## src/rtl/lcd_pkg.sv

```systemverilog
// Shared definitions for the LCD pixel scanner: FSM encoding, frame geometry
// defaults and RGB565 field layout.
package lcd_pkg;

    typedef enum logic [2:0] {
        IDLE  = 3'd0,
        READ  = 3'd1,
        LATCH = 3'd2,
        SEND  = 3'd3,
        DONE  = 3'd4
    } state_t;

    localparam int unsigned H_PIX_DEF  = 128;
    localparam int unsigned V_PIX_DEF  = 128;
    localparam int unsigned ADDR_W_DEF = 7;

    // RGB565 word layout: {R5, G6, B5}
    localparam int unsigned RGB_W = 16;
    localparam int unsigned R_LSB = 11;
    localparam int unsigned R_W   = 5;
    localparam int unsigned G_LSB = 5;
    localparam int unsigned G_W   = 6;
    localparam int unsigned B_LSB = 0;
    localparam int unsigned B_W   = 5;

endpackage

```

## src/rtl/rgb444_to_565.sv

```systemverilog
// Combinational RGB444 -> RGB565 expander using MSB replication.
module rgb444_to_565
    import lcd_pkg::*;
(
    input  logic [3:0]       i_r4,
    input  logic [3:0]       i_g4,
    input  logic [3:0]       i_b4,
    output logic [RGB_W-1:0] o_rgb565_c
);

    // Replicate MSBs into the extra LSBs so 0 and full-scale map exactly.
    always_comb begin
        o_rgb565_c                 = '0;
        o_rgb565_c[R_LSB +: R_W]   = {i_r4, i_r4[3]};
        o_rgb565_c[G_LSB +: G_W]   = {i_g4, i_g4[3:2]};
        o_rgb565_c[B_LSB +: B_W]   = {i_b4, i_b4[3]};
    end

endmodule

```

## src/rtl/lcd_pixel_scanner.sv

```systemverilog
// Raster scanner: reads the frame buffer pixel by pixel (1-cycle read latency),
// expands RGB444 to RGB565 and streams it out on a valid/ready interface.
// Optional colour-bar test pattern: define LCD_SCANNER_TESTPAT_EN.
module lcd_pixel_scanner
    import lcd_pkg::*;
#(
    parameter int unsigned H_PIX  = H_PIX_DEF,
    parameter int unsigned V_PIX  = V_PIX_DEF,
    parameter int unsigned ADDR_W = ADDR_W_DEF
)
(
    input  logic              clk,
    input  logic              reset_n,
`ifdef LCD_SCANNER_TESTPAT_EN
    input  logic              test_mode,
`endif
    input  logic              start,
    output logic              busy,
    output logic              frame_done,
    output logic [ADDR_W-1:0] row,
    output logic [ADDR_W-1:0] col,
    output logic              oe,
    input  logic [4:0]        r_in,
    input  logic [4:0]        g_in,
    input  logic [5:0]        b_in,
    output logic [RGB_W-1:0]  pix_data,
    output logic              pix_valid,
    input  logic              pix_ready,
    output logic              pix_sof,
    output logic              pix_eol
);

    localparam logic [ADDR_W-1:0] COL_LAST = ADDR_W'(H_PIX - 1);
    localparam logic [ADDR_W-1:0] ROW_LAST = ADDR_W'(V_PIX - 1);

    state_t             r_state;
    logic               r_busy;
    logic               r_frame_done;
    logic [ADDR_W-1:0]  r_row;
    logic [ADDR_W-1:0]  r_col;
    logic               r_oe;
    logic [RGB_W-1:0]   r_pix_data;
    logic               r_pix_valid;
    logic               r_pix_sof;
    logic               r_pix_eol;

    logic [3:0]         w_r4;
    logic [3:0]         w_g4;
    logic [3:0]         w_b4;
    logic [RGB_W-1:0]   w_rgb565;
    logic               w_unused_bits;

    // Upper buffer bits carry no colour information.
    assign w_unused_bits = ^{r_in[4], g_in[4], b_in[5:4]};

`ifdef LCD_SCANNER_TESTPAT_EN
    // Colour-bar source: col MSBs select the bar, each channel all-on or all-off.
    always_comb begin
        w_r4 = r_in[3:0];
        w_g4 = g_in[3:0];
        w_b4 = b_in[3:0];
        if (test_mode) begin
            w_r4 = {4{r_col[ADDR_W-1]}};
            w_g4 = {4{r_col[ADDR_W-2]}};
            w_b4 = {4{r_col[ADDR_W-3]}};
        end
    end
`else
    // Buffer data feeds the expander directly.
    always_comb begin
        w_r4 = r_in[3:0];
        w_g4 = g_in[3:0];
        w_b4 = b_in[3:0];
    end
`endif

    rgb444_to_565 u_expand (
        .i_r4       (w_r4),
        .i_g4       (w_g4),
        .i_b4       (w_b4),
        .o_rgb565_c (w_rgb565)
    );

    // Scan FSM: READ pulses oe, LATCH captures buffer data, SEND waits for the handshake.
    always_ff @(posedge clk or negedge reset_n) begin
        if (!reset_n) begin
            r_state      <= IDLE;
            r_busy       <= 1'b0;
            r_frame_done <= 1'b0;
            r_row        <= '0;
            r_col        <= '0;
            r_oe         <= 1'b0;
            r_pix_data   <= '0;
            r_pix_valid  <= 1'b0;
            r_pix_sof    <= 1'b0;
            r_pix_eol    <= 1'b0;
        end else begin
            r_frame_done <= 1'b0;
            unique case (r_state)
                IDLE: begin
                    r_oe        <= 1'b0;
                    r_pix_valid <= 1'b0;
                    if (start) begin
                        r_row   <= '0;
                        r_col   <= '0;
                        r_busy  <= 1'b1;
                        r_oe    <= 1'b1;
                        r_state <= READ;
                    end
                end
                READ: begin
                    r_oe    <= 1'b0;
                    r_state <= LATCH;
                end
                LATCH: begin
                    r_pix_data  <= w_rgb565;
                    r_pix_valid <= 1'b1;
                    r_pix_sof   <= (r_row == '0) && (r_col == '0);
                    r_pix_eol   <= (r_col == COL_LAST);
                    r_state     <= SEND;
                end
                SEND: begin
                    if (r_pix_valid && pix_ready) begin
                        r_pix_valid <= 1'b0;
                        r_pix_sof   <= 1'b0;
                        r_pix_eol   <= 1'b0;
                        if (r_col != COL_LAST) begin
                            r_col   <= r_col + ADDR_W'(1);
                            r_oe    <= 1'b1;
                            r_state <= READ;
                        end else if (r_row != ROW_LAST) begin
                            r_col   <= '0;
                            r_row   <= r_row + ADDR_W'(1);
                            r_oe    <= 1'b1;
                            r_state <= READ;
                        end else begin
                            r_frame_done <= 1'b1;
                            r_busy       <= 1'b0;
                            r_state      <= DONE;
                        end
                    end
                end
                DONE: begin
                    r_row   <= '0;
                    r_col   <= '0;
                    r_state <= IDLE;
                end
                default: r_state <= IDLE;
            endcase
        end
    end

    assign busy       = r_busy;
    assign frame_done = r_frame_done;
    assign row        = r_row;
    assign col        = r_col;
    assign oe         = r_oe;
    assign pix_data   = r_pix_data;
    assign pix_valid  = r_pix_valid;
    assign pix_sof    = r_pix_sof;
    assign pix_eol    = r_pix_eol;

endmodule

```

## config.mk

```make
export PLATFORM = sky130hd
export DESIGN_NAME = lcd_pixel_scanner
export DESIGN_NICKNAME = d
export VERILOG_FILES = /design/src/rtl/lcd_pkg.sv /design/src/rtl/rgb444_to_565.sv /design/src/rtl/lcd_pixel_scanner.sv
export SDC_FILE = /design/constraint.sdc
export NUM_CORES = 1
export LEC_CHECK = 0
export CAP_MARGIN = 10
export CORE_ASPECT_RATIO = 0.9
export CORE_MARGIN = 5
export CORE_UTILIZATION = 35
export DETAILED_ROUTE_END_ITERATION = 6
export PLACE_DENSITY = 0.68
export SYNTH_ARGS = -nofsm -noshare
export SYNTH_HDL_FRONTEND = slang
export SYNTH_SLANG_ARGS = --single-unit
```

## constraint.sdc

```tcl
create_clock -name clk -period 2.25 [get_ports clk]
set_input_delay 0.5625 -clock clk [delete_from_list [all_inputs] [get_ports clk]]
set_output_delay 0.5625 -clock clk [all_outputs]
set_load 0.02 [all_outputs]
```

## Word level (Yosys, flattened, before mapping)

Cells that the tools add are included.

- Register bits: 39
- Output and inout bits: 36
- Input port bits: 20

- Reductions and logical operators: 17
- Add/subtract/negate cells: 2
- Mux-type cells: 32
- Equality and inequality tests: 13

Operators with widths:

| cell | number |
|---|---|
| $mux 7 | 7 |
| $pmux 7 s3 | 2 |
| $add 7x1->7 const B | 2 |
| $logic_not 7->1 | 2 |
| $ne 7x7->1 const B | 2 |
| $mux 1 | 13 |
| $mux 3 | 4 |
| $pmux 3 s4 | 1 |
| $ne 2x2->1 const B | 5 |
| $reduce_and 5->1 | 2 |
| $reduce_bool 3->1 | 3 |
| $eq 7x7->1 const B | 1 |
| $eq 3x2->1 const B | 2 |
| $pmux 1 s2 | 3 |
| $pmux 1 s3 | 2 |
| $reduce_and 2->1 | 3 |
| $reduce_and 4->1 | 1 |
| $reduce_bool 2->1 | 2 |
| $eq 3x1->1 const B | 1 |
| $eq 3x3->1 const B | 1 |
| $logic_not 3->1 | 1 |
| $ne 3x3->1 const B | 1 |
| $reduce_and 3->1 | 1 |
| $logic_and 1x1->1 | 2 |

## Logic depth before layout (Yosys ltp)

- Depth in word-level cells: 5
- Gate-level depth with buffers: 7
- Gate-level depth less buffers: 6

## Modules after synthesis

A second synthesis with hierarchy kept.

- Cell total of the unflattened synthesis: 198
- Area total of the unflattened synthesis: 2065.7 um^2

By module, submodules not included:

| module | sequential area each (um^2) | area each (um^2) | cells each | times used |
|---|---|---|---|---|
| lcd_pixel_scanner | 975.9 | 1945.6 | 182 | 1 |
| rgb444_to_565 | 0.0 | 120.1 | 16 | 1 |

## Worst setup path before layout

Ideal clock, no wire load.

- Path kind: register -> register
- From: reg r_row[0], in the netlist row[0]
- To: reg r_col[4], in the netlist col[4]
- Setup slack: 514 ps
- Stages on the path, launching flop included: 7
- Arrival time: 1667 ps
- Clock period less this slack: 1736 ps
- Path through: dfrtp_1 ha_1 and3_1 nand4_1 o21ai_1 or4_1 nand3_1

- Cells in the longest elaborated chain, start to end: 3

Ends and longest elaborated chain:

| what | line | text |
|---|---|---|
| start: declaration | lcd_pixel_scanner.sv:39 | `logic [ADDR_W-1:0] r_row;` |
| start signal: assignment | lcd_pixel_scanner.sv:133 | `r_row <= r_row + ADDR_W'(1);` |
| $ne 7x7->1 | lcd_pixel_scanner.sv:131 | `end else if (r_row != ROW_LAST) begin` |
| $ne 3x3->1 (no source line) | n/a |  |
| $reduce_and 4->1 (no source line) | n/a |  |
| end signal: assignment | lcd_pixel_scanner.sv:128 | `r_col <= r_col + ADDR_W'(1);` |
| end: declaration | lcd_pixel_scanner.sv:40 | `logic [ADDR_W-1:0] r_col;` |

No other way between the ends.
A chain may end at the register's enable or synchronous reset.

## Worst setup path in the final report

- From: reg r_col[0], in the netlist col[0]
- To: out col[0]

RTL lines:

| what | line | text |
|---|---|---|
| end: declaration | lcd_pixel_scanner.sv:21 | `output logic [ADDR_W-1:0] col,` |

No word-level cell between the ends.

==> run_results.csv <==
group,metric,value,unit
status,outcome,"complete, no violations",
synth,synth_top_area_cell,"dfrtp_1",
critical_path,start_kind,"flop",
floorplanning,die_w,84.7,um
synth,yosysMostFrequentCell,"dfrtp_1",
synth,ys_top_cells_by_count,"35 x dfrtp_1, 16 x o21ai_0, 12 x mux2_2",
sta,tightest_slew,761,ps
critical_path,r2r_slack,450,ps
drt,avgViaCountPerCell,5.14,
drt,avgRoutedWirePerCell,14.4,um
drt,drt_iter0_markers,85,
global_route,grt_pass1_wl,6910,um
layout,antenna_cells,0,
floorplanning,io_pins,56,
layout,final_util,48.8,%
floorplanning,coreArea,4860,um2
global_route,overflow,0,
clock_tree,cts_sinks,35,
clock_tree,cts_tree,"done",
global_route,first_global_vias,1433,
layout,area_growth,35.1,%
critical_path,worstSetupEndpointType,"output pin",
clock_tree,cts_hold_buf,0,
synth,ys_ff_latch,35,
drt,routed_wl,4040,um
placed_design,port_buffers,51,
layout,drive_gt1_share,12.6,%
drt,drc,0,
placed_design,hpwl,2900,um
synth,async_flop_share,100,%
sta,skew,2.25,ps
run,cap_violations,0,
layout,final.fill_count,473,
synth,synth_area,1760,um2
power,power_leakage,0.982,nW
floorplanning,start_util,36.1,%
drt,wl_met3,357,um
sta,slew_headroom,49.3,%
critical_path,crit_chain,"clkdlybuf4s50_1",
drt,dr_wl_met2,1750,um
drt,vias,1438,
drt,drtAntennaViolNets,0,
placed_design,placed_cell_area,2270,um2
drt,wl_met1,1860,um
power,vdd_drop_max,0.741,mV
critical_path,slowest_stage,"clkdlybuf4s50_1",
clock_tree,numCtsBuffers,5,
drt,dr.pass1.iters,4,
sta,hold_violations,0,
global_route,grt_max_degree,36,
sta,period_share,87.9,%
global_route,grt_antenna_before_repair,0,
synth,yosys.cell_types.count,39,
drt,top_layer_used,"met4",
sta,worst_slack,273,ps
synth,synth.avg_cell_area,10.6,um2
clock_tree,clk_pin_slew_worst_paths,70,ps
critical_path,critical_path_class,"reg2out",
critical_path,cp_max_fo,7,
sta,rsz0062_at_grt,"no",
critical_path,slowest_delay,660,ps
floorplanning,placementRows,24,
sta,fin_crit,1980,ps
synth,ys.flop_type,"dfrtp_1",
placed_design,place_congestion,0.809,
clock_tree,cts_root_buffer,"clkbuf_8",
layout,design_area,2370,um2
critical_path,cp_top_family,"buffers and inverters",
floorplanning,dieArea,6540,um2
sta,holdWs,343,ps
min_path,hold_path_class,"in2async",
sta,setup_tns,0,ps
placed_design,place_ws,193,ps
sta,fmax,506,MHz
synth,seq_area_frac_synth,49.9,%
clock_tree,clock_latency,290,ps
clock_tree,cts_htree_levels,2,
synth,synth_warnings,0,
sta,finalSetupViolCount,0,
synth,synth_top_area_share,49.9,%
clock_tree,post-cts-setup-buffers,0,
synth,synth-edff-count,0,
synth,synth_top_cells_by_area,"dfrtp_1 50%, mux2_2 7.7%, o21ai_0 4.6%",
clock_tree,clockBufferDepth,2,
sta,drv_slew,0,
synth,synthCells,165,
clock_tree,cts_resized,0,
critical_path,cp.arrival,1410,ps
critical_path,required,1690,ps
layout,nets,239,
power,powerDensity,1230,nW/um2
critical_path,crit_buf_inv,1,
global_route,grt_use_total,13.1,%
synth,synth_nets,189,
floorplanning,dieHeight,77.2,um
==> state kept, by name, indices dropped and copies added, names as in the netlist <==
register	flops
pix_sof	1
oe	1
pix_eol	1
r_state	3
col	7
busy	1
pix_valid	1
row	7
pix_data	12
frame_done	1
==> placed cells by master (no fill, tap or decap), drive strengths merged, types with 4 or more instances in the layout <==
cell,Yosys,routed
clkdlybuf4s50,0,50
dfrtp,35,35
o21ai,17,17
mux2,12,12
nand2,11,11
nand3,11,11
a21oi,10,10
nor2,8,8
and3,6,6
clkbuf,0,6
inv,5,5
a31oi,5,5
nand4,4,4
ha,4,4
buf,11,4
==> final timing paths <==
path / end / depth (start not counted) / from
worst max register to register: row[1]$_DFFE_PN0P_ / 6 / row[0]$_DFFE_PN0P_
worst min register to register: oe$_DFFE_PN0P_ / 1 / oe$_DFFE_PN0P_
max in group asynchronous: row[2]$_DFFE_PN0P_ / 1 / reset_n
worst min-delay path: r_state[1]$_DFFE_PN0P_ / 1 / reset_n
min in group clk: oe$_DFFE_PN0P_ / 1 / oe$_DFFE_PN0P_
worst max-delay path: col[0] / 1 / col[0]$_DFFE_PN0P_
==> through the flow <==
step,cells,total power [mW]
floorplan,165,1.83
global placement,273,2.36
global route,280,3.10
finish,280,2.92
CTS,280,2.94
detailed placement,273,2.37
==> per-layer routing <==
metal  global-route usage, %  vias up
met5                       0        -
li1                        -      706
met3                    4.82        9
met2                    19.5       50
met1                    17.2      673
met4                    4.91        0
==> power by group <==
| group | switching [mW] | internal, mW | total (mW) |
|---|---|---|---|
| registers | 0.189 | 0.828 | 1.02 |
| clock network | 0.231 | 0.325 | 0.556 |
| logic | 0.669 | 0.674 | 1.34 |
| total | 1.09 | 1.83 | 2.92 |
==> cell families (layout without fill, tap and decap cells) <==
| group | after synthesis | after routing | share of synthesized area [%] |
|---|---|---|---|
| and+or+nand+nor | 54 | 54 | 17.7 |
| muxes | 13 | 13 | 8.26 |
| DFF | 35 | 35 | 49.9 |
| adders and majority gates | 4 | 4 | 2.85 |
| buffers and inverters | 16 | 66 | 6.48 |
| AOI/OAI and AO/OA | 43 | 43 | 14.8 |
==> cell type report <==
cell class	count	area [um2]	area share (%)
sequential	35	876	36.9
tap	65	81.3	3.43
clock inverter	1	30.0	1.27
timing repair buffer	54	528	22.2
multi-input combinational	114	767	32.3
inverter	5	18.8	0.791
clock buffer	6	72.6	3.06
Power figures use the tool's default switching activity.
